### src/rtl/sim_ctrl_pkg.sv
// Shared state encoding and halt-cause codes for the simulation run/dump sequencer.
package sim_ctrl_pkg;

  typedef enum logic [2:0] {
    ST_IDLE  = 3'd0,
    ST_RESET = 3'd1,
    ST_RUN   = 3'd2,
    ST_DUMP  = 3'd3,
    ST_DRAIN = 3'd4,
    ST_DONE  = 3'd5
  } state_t;

  localparam logic [1:0] HALT_NONE  = 2'b00;
  localparam logic [1:0] HALT_LIMIT = 2'b01;
  localparam logic [1:0] HALT_REQ   = 2'b10;
  localparam logic [1:0] HALT_STALL = 2'b11;

endpackage

### src/rtl/sim_run_controller_if.sv
// RAM dump port: synchronous read request/data plus the registered dump stream.
interface sim_run_controller_if #(
  parameter int ADDR_W = 16,
  parameter int DATA_W = 16
);
  logic              dump_rd;
  logic [ADDR_W-1:0] dump_addr;
  logic [DATA_W-1:0] dump_data;
  logic              dump_valid;
  logic [ADDR_W-1:0] dump_idx;
  logic [DATA_W-1:0] dump_word;

  modport master (
    output dump_rd, dump_addr, dump_valid, dump_idx, dump_word,
    input  dump_data
  );

  modport slave (
    input  dump_rd, dump_addr, dump_valid, dump_idx, dump_word,
    output dump_data
  );
endinterface

### src/rtl/sim_run_controller_pc_stall_detector.sv
// Flags a run that keeps presenting the same PC for STALL_CYCLES consecutive run cycles.
// Only instantiated when PC_STALL_DETECT_EN is defined.
module pc_stall_detector
  import sim_ctrl_pkg::*;
#(
  parameter int ADDR_W       = 16,
  parameter int STALL_CYCLES = 4
) (
  input  logic              clk,
  input  logic              rst,
  input  logic              en,
  input  logic [ADDR_W-1:0] pc,
  output logic              stall
);

  localparam int CNT_W = $clog2(STALL_CYCLES + 1);
  localparam logic [CNT_W:0] HIT = (CNT_W + 1)'(STALL_CYCLES - 1);

  logic [CNT_W-1:0]  cnt_q, cnt_d;
  logic [ADDR_W-1:0] prev_q, prev_d;
  logic              have_q, have_d;
  logic              same;
  logic [CNT_W:0]    cnt_ext;

  always_comb begin
    cnt_d   = cnt_q;
    prev_d  = prev_q;
    have_d  = have_q;
    same    = have_q && (pc == prev_q);
    cnt_ext = {1'b0, cnt_q} + (CNT_W + 1)'(1);
    stall   = en && same && (cnt_ext >= HIT);
    // Leaving RUN forgets the previous PC so the first cycle of the next run never compares.
    if (!en) begin
      cnt_d  = '0;
      have_d = 1'b0;
    end else begin
      prev_d = pc;
      have_d = 1'b1;
      if (!same) cnt_d = '0;
      else if (cnt_ext <= HIT) cnt_d = cnt_ext[CNT_W-1:0];
    end
  end

  always_ff @(posedge clk or posedge rst) begin
    if (rst) begin
      cnt_q  <= '0;
      prev_q <= '0;
      have_q <= 1'b0;
    end else begin
      cnt_q  <= cnt_d;
      prev_q <= prev_d;
      have_q <= have_d;
    end
  end

endmodule

### src/rtl/sim_run_controller.sv
// Run/dump sequencer: holds the CPU in reset, runs it for a bounded number of cycles, then streams
// a RAM window out one word per cycle. Optional PC stall detection under PC_STALL_DETECT_EN.
module sim_run_controller
  import sim_ctrl_pkg::*;
#(
  parameter int                ADDR_W       = 16,
  parameter int                DATA_W       = 16,
  parameter int                CYC_W        = 32,
  parameter int                RST_HOLD     = 2,
  parameter int                MAX_CYCLES   = 50,
  parameter logic [ADDR_W-1:0] DUMP_BASE    = '0,
  parameter int                DUMP_LEN     = 10,
  parameter int                STALL_CYCLES = 4
) (
  input  logic                 clk,
  input  logic                 rst,
  input  logic                 start,
  input  logic                 halt_req,
  input  logic [ADDR_W-1:0]    pc,
  sim_run_controller_if.master dbus,
  output logic                 cpu_rst,
  output logic                 cpu_run,
  output logic [CYC_W-1:0]     cycle_count,
  output logic [1:0]           halt_cause,
  output logic                 done
);

  localparam int RST_W = $clog2(RST_HOLD + 1);
  localparam logic [RST_W-1:0] LAST_RST = RST_W'(RST_HOLD - 1);
  localparam logic [ADDR_W-1:0] LAST_IDX = ADDR_W'((DUMP_LEN > 0) ? DUMP_LEN - 1 : 0);
  // Limit compare is wider than the counter so a saturated small counter never aliases the limit.
  localparam int CMP_W = ((CYC_W > 32) ? CYC_W : 32) + 1;
  localparam logic [CMP_W-1:0] LIMIT = CMP_W'(MAX_CYCLES);

  state_t             state_q, state_d;
  logic [RST_W-1:0]   rst_cnt_q, rst_cnt_d;
  logic [ADDR_W-1:0]  idx_q, idx_d;
  logic [CYC_W-1:0]   cycle_count_q, cycle_count_d;
  logic [1:0]         halt_cause_q, halt_cause_d;
  logic               dump_vld_p1_q, dump_vld_p1_d;
  logic [ADDR_W-1:0]  dump_idx_p1_q, dump_idx_p1_d;
  logic               dump_rd;
  logic [ADDR_W-1:0]  dump_addr;
  logic [CMP_W-1:0]   cyc_next_ext;
  logic               stall;

  function automatic logic [CYC_W-1:0] sat_inc(input logic [CYC_W-1:0] v);
    return (&v) ? v : v + CYC_W'(1);
  endfunction

`ifdef PC_STALL_DETECT_EN
  pc_stall_detector #(
    .ADDR_W      (ADDR_W),
    .STALL_CYCLES(STALL_CYCLES)
  ) u_stall (
    .clk  (clk),
    .rst  (rst),
    .en   (cpu_run),
    .pc   (pc),
    .stall(stall)
  );
`else
  logic unused_pc;
  assign unused_pc = (^pc) ^ (STALL_CYCLES > 0);
  assign stall     = 1'b0;
`endif

  always_comb begin
    state_d       = state_q;
    rst_cnt_d     = rst_cnt_q;
    idx_d         = idx_q;
    cycle_count_d = cycle_count_q;
    halt_cause_d  = halt_cause_q;
    dump_rd       = 1'b0;
    cyc_next_ext  = CMP_W'(cycle_count_q) + CMP_W'(1);
    case (state_q)
      ST_IDLE, ST_DONE: begin
        if (start) begin
          state_d       = ST_RESET;
          rst_cnt_d     = '0;
          cycle_count_d = '0;
          halt_cause_d  = HALT_NONE;
        end
      end
      ST_RESET: begin
        if (rst_cnt_q == LAST_RST) state_d = ST_RUN;
        else rst_cnt_d = rst_cnt_q + RST_W'(1);
      end
      ST_RUN: begin
        cycle_count_d = sat_inc(cycle_count_q);
        idx_d         = '0;
        if (halt_req) begin
          halt_cause_d = HALT_REQ;
          state_d      = ST_DUMP;
        end else if (stall) begin
          halt_cause_d = HALT_STALL;
          state_d      = ST_DUMP;
        end else if (cyc_next_ext == LIMIT) begin
          halt_cause_d = HALT_LIMIT;
          state_d      = ST_DUMP;
        end
      end
      ST_DUMP: begin
        if (DUMP_LEN == 0) begin
          state_d = ST_DONE;
        end else begin
          dump_rd = 1'b1;
          if (idx_q == LAST_IDX) state_d = ST_DRAIN;
          else idx_d = idx_q + ADDR_W'(1);
        end
      end
      ST_DRAIN: state_d = ST_DONE;
      default:  state_d = ST_IDLE;
    endcase
    dump_addr     = dump_rd ? (DUMP_BASE + idx_q) : '0;
    dump_vld_p1_d = dump_rd;
    dump_idx_p1_d = dump_rd ? idx_q : dump_idx_p1_q;
  end

  always_ff @(posedge clk or posedge rst) begin
    if (rst) begin
      state_q       <= ST_IDLE;
      rst_cnt_q     <= '0;
      idx_q         <= '0;
      cycle_count_q <= '0;
      halt_cause_q  <= HALT_NONE;
      dump_vld_p1_q <= 1'b0;
      dump_idx_p1_q <= '0;
    end else begin
      state_q       <= state_d;
      rst_cnt_q     <= rst_cnt_d;
      idx_q         <= idx_d;
      cycle_count_q <= cycle_count_d;
      halt_cause_q  <= halt_cause_d;
      // p1: beat aligned with the RAM's registered read data
      dump_vld_p1_q <= dump_vld_p1_d;
      dump_idx_p1_q <= dump_idx_p1_d;
    end
  end

  assign cpu_rst         = (state_q == ST_IDLE) || (state_q == ST_RESET);
  assign cpu_run         = (state_q == ST_RUN);
  assign done            = (state_q == ST_DONE);
  assign cycle_count     = cycle_count_q;
  assign halt_cause      = halt_cause_q;
  assign dbus.dump_rd    = dump_rd;
  assign dbus.dump_addr  = dump_addr;
  assign dbus.dump_valid = dump_vld_p1_q;
  assign dbus.dump_idx   = dump_idx_p1_q;
  assign dbus.dump_word  = dump_vld_p1_q ? dbus.dump_data : {DATA_W{1'b0}};

endmodule

### src/flat_wrapper.sv
// flat-port wrapper written by rule: the top's interface ports become plain ports
module sim_run_controller_flat import sim_ctrl_pkg::*;
#(
  parameter int                ADDR_W       = 16,
  parameter int                DATA_W       = 16,
  parameter int                CYC_W        = 32,
  parameter int                RST_HOLD     = 2,
  parameter int                MAX_CYCLES   = 50,
  parameter logic [ADDR_W-1:0] DUMP_BASE    = '0,
  parameter int                DUMP_LEN     = 10,
  parameter int                STALL_CYCLES = 4
)
  (clk, rst, start, halt_req, pc, cpu_rst, cpu_run, cycle_count, halt_cause, done, dbus_dump_rd, dbus_dump_addr, dbus_dump_valid, dbus_dump_idx, dbus_dump_word, dbus_dump_data);
  sim_run_controller_if #(.ADDR_W(ADDR_W), .DATA_W(DATA_W)) dbus_i ();
  input  logic clk;
  input  logic rst;
  input  logic start;
  input  logic halt_req;
  input  logic [ADDR_W-1:0] pc;
  output logic cpu_rst;
  output logic cpu_run;
  output logic [CYC_W-1:0] cycle_count;
  output logic [1:0] halt_cause;
  output logic done;
  output wire logic [$bits(dbus_i.dump_rd)-1:0] dbus_dump_rd;
  output wire logic [$bits(dbus_i.dump_addr)-1:0] dbus_dump_addr;
  output wire logic [$bits(dbus_i.dump_valid)-1:0] dbus_dump_valid;
  output wire logic [$bits(dbus_i.dump_idx)-1:0] dbus_dump_idx;
  output wire logic [$bits(dbus_i.dump_word)-1:0] dbus_dump_word;
  input wire logic [$bits(dbus_i.dump_data)-1:0] dbus_dump_data;
  assign dbus_dump_rd = dbus_i.dump_rd;
  assign dbus_dump_addr = dbus_i.dump_addr;
  assign dbus_dump_valid = dbus_i.dump_valid;
  assign dbus_dump_idx = dbus_i.dump_idx;
  assign dbus_dump_word = dbus_i.dump_word;
  assign dbus_i.dump_data = dbus_dump_data;
  sim_run_controller #(.ADDR_W(ADDR_W), .DATA_W(DATA_W), .CYC_W(CYC_W), .RST_HOLD(RST_HOLD), .MAX_CYCLES(MAX_CYCLES), .DUMP_BASE(DUMP_BASE), .DUMP_LEN(DUMP_LEN), .STALL_CYCLES(STALL_CYCLES)) u_core (.clk(clk), .rst(rst), .start(start), .halt_req(halt_req), .pc(pc), .dbus(dbus_i), .cpu_rst(cpu_rst), .cpu_run(cpu_run), .cycle_count(cycle_count), .halt_cause(halt_cause), .done(done));
endmodule
### config.mk
export PLATFORM = sky130hd
export DESIGN_NAME = sim_run_controller_flat
export DESIGN_NICKNAME = d
export VERILOG_FILES = /design/src/rtl/sim_ctrl_pkg.sv /design/src/rtl/sim_run_controller_if.sv /design/src/rtl/sim_run_controller_pc_stall_detector.sv /design/src/rtl/sim_run_controller.sv /design/src/flat_wrapper.sv
export SDC_FILE = /design/constraint.sdc
export NUM_CORES = 1
export LEC_CHECK = 0
export CAP_MARGIN = 20
export CORE_ASPECT_RATIO = 0.7
export CORE_UTILIZATION = 45
export DETAILED_ROUTE_END_ITERATION = 7
export PLACE_DENSITY_LB_ADDON = 0.2
export SLEW_MARGIN = 20
export SYNTH_ARGS = -nofsm -noshare
export SYNTH_HDL_FRONTEND = slang
export SYNTH_SLANG_ARGS = --single-unit
### constraint.sdc
create_clock -name clk -period 3.7 [get_ports clk]
set_input_delay 0.74 -clock clk [delete_from_list [all_inputs] [get_ports clk]]
set_output_delay 0.74 -clock clk [all_outputs]
set_load 0.03 [all_outputs]
==> impl_results.md, run 1 <==
* Status: completed
* Synth Warn # at 0
* Die H at between 80 and 90 µm
* Critical Path Start Type: flop
* Slowest CP cell: nor3_1
* DR vias/cell at about 5.6
* Final critical-path share of the clock period at 0.839
* Seq cells post-synth at slightly above 70
* Crit-path cells: and4_4, nand4_2, nor3_1, mux2i_1, o2111ai_1, nor4_4, o21ai_2, a221oi_2
* Vias at around 4.0k
* Final Setup Violations at 0
* Routed Antenna Nets at 0
* Postcts setup bufs at 0
* Avg Inst Size Synth at just under 9 µm²
* Largest net degree at the start of global routing at 55
* First-pass GRT wire length at around 19,000 µm
* DRC Markers at 0
* Gr usage total at 0.236
* Worst setup margin at between 0.5 and 0.6 ns
* I/O pin count at about 120
* # diodes at 0
* Static Leak at approximately 2.5 nW
* Hold Fails Final Rpt at 0
* CP Buf/Inv Count at 0
* Clock Pin Slew Worst Setup and Hold Paths at roughly 0.060 ns
* Hold_ws at around 0.48 ns
* CP Max Fanout at 13
* Clock skew at 0.00776 ns
* CTS tree: yes
* Cell family with most CP delay: simple AND/OR/NAND/NOR gates
* Antenna violations before repair at 0
* Post-synthesis async set-or-reset flop share at 1.00
* Fmax at 322 MHz
* Netlist cell types at between 50 and 60
* Clock group share of total power at 0.296
* Clk Latency, worst-skew pair at about 0.34 ns
* Pins Over Slew Limit at 0
* Area contributors post-synth: dfrtp_1 42%, o21ai_0 4.6%, nand2_1 4.1%, nor2_1 3.6%, and3_1 3.5%
* HP Class: flop to flop
* CTS resizes at 0
* Reg power frac at 0.321
* H-Tree Depth at 3
* Die width at 119 µm
* Vias in the first global route at around 3.8k
* Slew of the pin with the lowest slew margin at roughly 0.60 ns
* Post-Syn Nets at 530
* Shortest period the worst path allows at 3.10 ns
* Buffers on Ports at between 100 and 150
* Commonest non-fill, non-tap cell in the layout: clkdlybuf4s50_1
* Setup TNS Final at 0 ns
* Post-Synthesis Cells at around 500
* TritonCTS buffer count at 9
* Worst path required time at approximately 3.9 ns
* HPWL after DPL at about 8000 µm
* Nets at between 600 and 700
* Total power draw at 2.98 mW
* Post-synth EDFFs at 0
* Iteration count of the initial detailed-routing pass at 4
* VDD IR max at between 0.2 and 0.3 mV
* WL final at about 11,000 µm
* Critical Path AT at between 3 and 4 ns
* Syn-to-layout area delta at 33.5%
* CP Class: flop to flop
* Sequential share of the synthesized area at 0.416
* Internal power at about 1.8 mW
* Most frequent cells in the layout: 106 x clkdlybuf4s50_1, 72 x dfrtp_1, 47 x nand2_1, 42 x nor2_1, 40 x o21ai_0
* CTS Root Cell: clkbuf_16
* Slew HR at 0.592
* Logic pwr share at 0.383
* Post-Syn Area at ~0.0043 mm²
* Layout cells sized above 1 at 0.0799
* Max Cap Violations at 0
* CTS Sinks at between 70 and 80
* Gp weighted congestion at about 0.85
* Worst setup EP type: flop
* Die area at approximately 0.01 mm²
* Yosys top cell by area: dfrtp_1
* P_sw at 1.19 mW
* Synth top area share at 0.416
* Iteration-0 DRC Markers at approximately 250
* Worst slack, placed at roughly 0.66 ns
* RSZ-0062 raised after global routing: false
* Initial Util at 0.470
* Core ar. at 0.00922 mm²
* Top_reg_cell synth: dfrtp_1
* Switching part of the total at 0.400
* Grt total ovfl at 0
* CTS Buffer Depth at 2
* DR WL/cell at approximately 16 µm
* Max incr delay on CP at approximately 0.53 ns
* Power Dens Cells at about 520 mW/mm²
* Hold buffers post-CTS at 0
* Row cnt at 29
[per-stage QoR]
stage / area [µm²] / std cells / util
2_1_floorplan: 4330 / 489 / -
3_3_place_gp: 5480 / 696 / 0.595
3_5_place_dp: 5480 / 696 / 0.595
4_1_cts: 5780 / 712 / 0.628
5_1_grt: 5780 / 712 / 0.628
6_report: 5780 / 712 / 0.628
[layer usage]
metal / wire length (µm) / global-route usage
met5: 0 / 0
met4: 94 / 0.0552
met3: 533 / 0.0526
met2: 5170 / 0.358
met1: 5400 / 0.339
[layout make-up]
type	instances	area, µm²
multi-input cells	376	2360
clock inverters	7	78.8
clock buffers	9	225
repair buffers	115	1130
fillers	794	3430
well taps	124	155
flip-flops and latches	72	1800
inverters	9	33.8
[worst reg2reg max path, stage by stage, from the launching register on]
cell	delay, ns
dfrtp_1	0.50
and4_4	0.33
nand4_2	0.35
nor3_1	0.53
mux2i_1	0.29
o2111ai_1	0.20
nor4_4	0.47
o21ai_2	0.12
a221oi_2	0.22
[worst paths after layout]
kind	from	endpoint	slack [ns]	depth (start not counted)
setup / recovery	u_core.cycle_count[2]	u_core.state_q[0]	0.60	8
hold / removal	u_core.dbus.dump_idx[15]	u_core.dbus.dump_idx[15]	0.48	1
setup reg to reg	u_core.cycle_count[2]	u_core.state_q[0]	0.60	8
hold reg to reg	u_core.dbus.dump_idx[15]	u_core.dbus.dump_idx[15]	0.48	1
max in group asynchronous	rst	u_core.cycle_count[20]	2.20	3
min in group asynchronous	rst	u_core.idx_q[2]	0.74	2
[power groups by stage]
stage	registers, mW	logic (mW)	clock network, mW
global route	0.972	1.25	0.931
global placement	0.964	1.11	0
floorplan	0.977	0.726	0
finish	0.956	1.14	0.883
detailed placement	0.969	1.14	0
CTS	0.956	1.14	0.902
[sequential cells by signal, summed over array words and instances (netlist names)]
| name | cells |
|---|---|
| u_core.state_q | 3 |
| u_core.dbus.dump_idx | 16 |
| u_core.halt_cause | 2 |
| u_core.dbus.dump_valid | 1 |
| u_core.rst_cnt_q | 2 |
| u_core.idx_q | 16 |
| u_core.cycle_count | 32 |
[synth_stat cells, drive strengths merged (3+ instances only)]
master  instances
a21o           17
a21oi          15
and2           21
and3           25
and4            6
buf            12
clkbuf         20
dfrtp          72
ha              5
inv             9
mux2i           3
nand2          47
nand2b          7
nand3          16
nand4          11
nor2           43
nor2b           7
nor3           11
nor4           10
o21ai          47
o21bai          4
o31ai          16
o41ai           5
or2             4
or3             8
xnor2          14
xor2           15
[cell families (layout without fill, tap and decap cells)]
kind of cell             Yosys count  in the layout  share of synthesized area
AO/OA/AOI/OAI                    118            118                      0.175
buffers and inverters             41            140                     0.0410
adder cells (fa/ha/maj)            5              5                     0.0144
XOR/XNOR                          29             29                     0.0586
multiplexers                       4              4                    0.00953
flip-flops                        72             72                      0.416
AND/OR/NAND/NOR                  220            220                      0.286
No activity file was read; power rests on OpenSTA's default activity.
==> run 2, diff against run 1 <==
clock period = 3.2 ns   (was 3.7 ns; I/O delays follow)
==> impl_results.md, run 2 (synthesized netlist as in run 1, its figures left out) <==
* Worst path required time at about 3.4 ns
* Nets at ~630
* Critical Path AT at approximately 3.3 ns
* H-Tree Depth at 3
* HPWL after DPL at just under 8000 µm
* CP Buf/Inv Count at 0
* Most frequent cells in the layout: 106 x clkdlybuf4s50_1, 72 x dfrtp_1, 47 x nand2_1, 42 x nor2_1, 40 x o21ai_0
* First-pass GRT wire length at 18,800 µm
* Iteration-0 DRC Markers at 261
* Max Cap Violations at 0
* Grt total ovfl at 0
* HP Class: flop to flop
* Largest net degree at the start of global routing at 55
* Final Setup Violations at 0
* Vias in the first global route at ~3.7k
* CTS tree: yes
* Total power draw at around 3.5 mW
* Clock skew at around 0.0052 ns
* Fin area at between 0.005 and 0.006 mm²
* VDD IR max at 0.351 mV
* CP Max Fanout at 10
* Fmax at 333 MHz
* Shortest period the worst path allows at approximately 3 ns
* CP Class: flop to flop
* Slew of the pin with the lowest slew margin at 0.587 ns
* Pins Over Slew Limit at 0
* Max incr delay on CP at ~0.5 ns
* Core ar. at between 0.009 and 0.01 mm²
* Layout cells sized above 1 at 0.0847
* CTS Buffer Depth at 2
* DR WL/cell at between 15 and 20 µm
* Static Leak at roughly 2.5 nW
* Buffers on Ports at 106
* DP Area at roughly 0.0055 mm²
* CTS Sinks at a little over 70
* TritonCTS buffer count at 9
* Worst slack, placed at 0.247 ns
* Power Dens Cells at roughly 600 mW/mm²
* Gp weighted congestion at about 0.84
* Clk Latency, worst-skew pair at between 0.3 and 0.4 ns
* Vias at ~4.0k
* Setup TNS Final at 0 ns
* Slowest CP cell: dfrtp_1
* Antenna violations before repair at 0
* Status: completed
* Slew HR at 0.608
* RSZ-0062 raised after global routing: false
* Gr usage total at 0.235
* DR vias/cell at around 5.6
* Worst setup EP type: flop
* Cell family with most CP delay: compound AO/OA/AOI/OAI gates
* DRC Markers at 0
* CTS Root Cell: clkbuf_16
* Row cnt at 29
* Final critical-path share of the clock period at 0.939
* I/O pin count at 123
* Worst setup margin at a little under 0.2 ns
* Max FFs per register at 32
* Postcts setup bufs at 0
* Clock Pin Slew Worst Setup and Hold Paths at around 0.06 ns
* Die H at roughly 84 µm
* Commonest non-fill, non-tap cell in the layout: clkdlybuf4s50_1
* Die width at 119 µm
* Critical Path Start Type: flop
* Die area at approximately 0.01 mm²
* Hold buffers post-CTS at 0
* Initial Util at 0.470
* Crit-path cells: and4_4, nand4_2, xnor2_1, a2111oi_1, o2111ai_1, nor4_4, o21ai_2, a221oi_2
* Routed Antenna Nets at 0
* WL final at 11,100 µm
* Hold Fails Final Rpt at 0
* Iteration count of the initial detailed-routing pass at 4
* Syn-to-layout area delta at 35.0%
* # diodes at 0
-- run 2: changes by cell type in the layout (fill, tap and decap cells not counted) --
| cell | delta |
|---|---|
| clkinvlp_4 | +3 |
| buf_12 | +2 |
| clkinv_4 | -2 |
| inv_6 | -2 |
| a2111oi_0 | -1 |
| a2111oi_1 | +1 |
| bufinv_16 | +1 |
| nor3_1 | -1 |
| nor3_2 | +1 |
-- run 2: cell type report --
type / instances / area [µm²]
Clock buffer: 9 / 225
Clock inverter: 7 / 96.3
Fill cell: 796 / 3370
Inverter: 9 / 33.8
Multi-Input combinational cell: 376 / 2370
Sequential cell: 72 / 1800
Tap cell: 124 / 155
Timing Repair Buffer: 117 / 1170
-- run 2: path summary, 6_finish.rpt --
check	from	slack (ns)	endpoint	cells past startpoint
worst max-delay path	u_core.cycle_count[2]	0.19	u_core.state_q[0]	8
worst min register to register	u_core.dbus.dump_idx[2]	0.47	u_core.dbus.dump_idx[2]	1
worst min-delay path	u_core.dbus.dump_idx[2]	0.47	u_core.dbus.dump_idx[2]	1
worst max register to register	u_core.cycle_count[2]	0.19	u_core.state_q[0]	8
min in group asynchronous	rst	0.61	u_core.cycle_count[6]	2
max in group asynchronous	rst	1.96	u_core.dbus.dump_idx[9]	3
-- run 2: repair_timing --
action / CTS / global route
resized for setup: 0 / 2
endpoints found under the hold margin: 0 / 0
endpoints found under the setup margin: 0 / 3
-- run 2: routing by layer --
metal / GRT usage / routed length [µm]
met2: 0.355 / 5140
met3: 0.0717 / 528
met4: 0.0587 / 76
met1: 0.328 / 5390
met5: 0 / 0
-- run 2: power breakdown --
group          switching (mW)  total [mW]  internal [mW]
registers               0.122        1.11          0.985
clock network           0.399        1.08          0.682
logic                   0.857        1.35          0.489
total                    1.38        3.53           2.16
-- run 2: metrics by stage --
step / util / hold WS [ns] / cells
6_report: 0.635 / 0.472 / 714
5_1_grt: 0.635 / 0.490 / 714
4_1_cts: 0.634 / 0.478 / 714
3_5_place_dp: 0.599 / 0.464 / 698
3_3_place_gp: 0.599 / 0.459 / 698
2_1_floorplan: - / 0.450 / 489
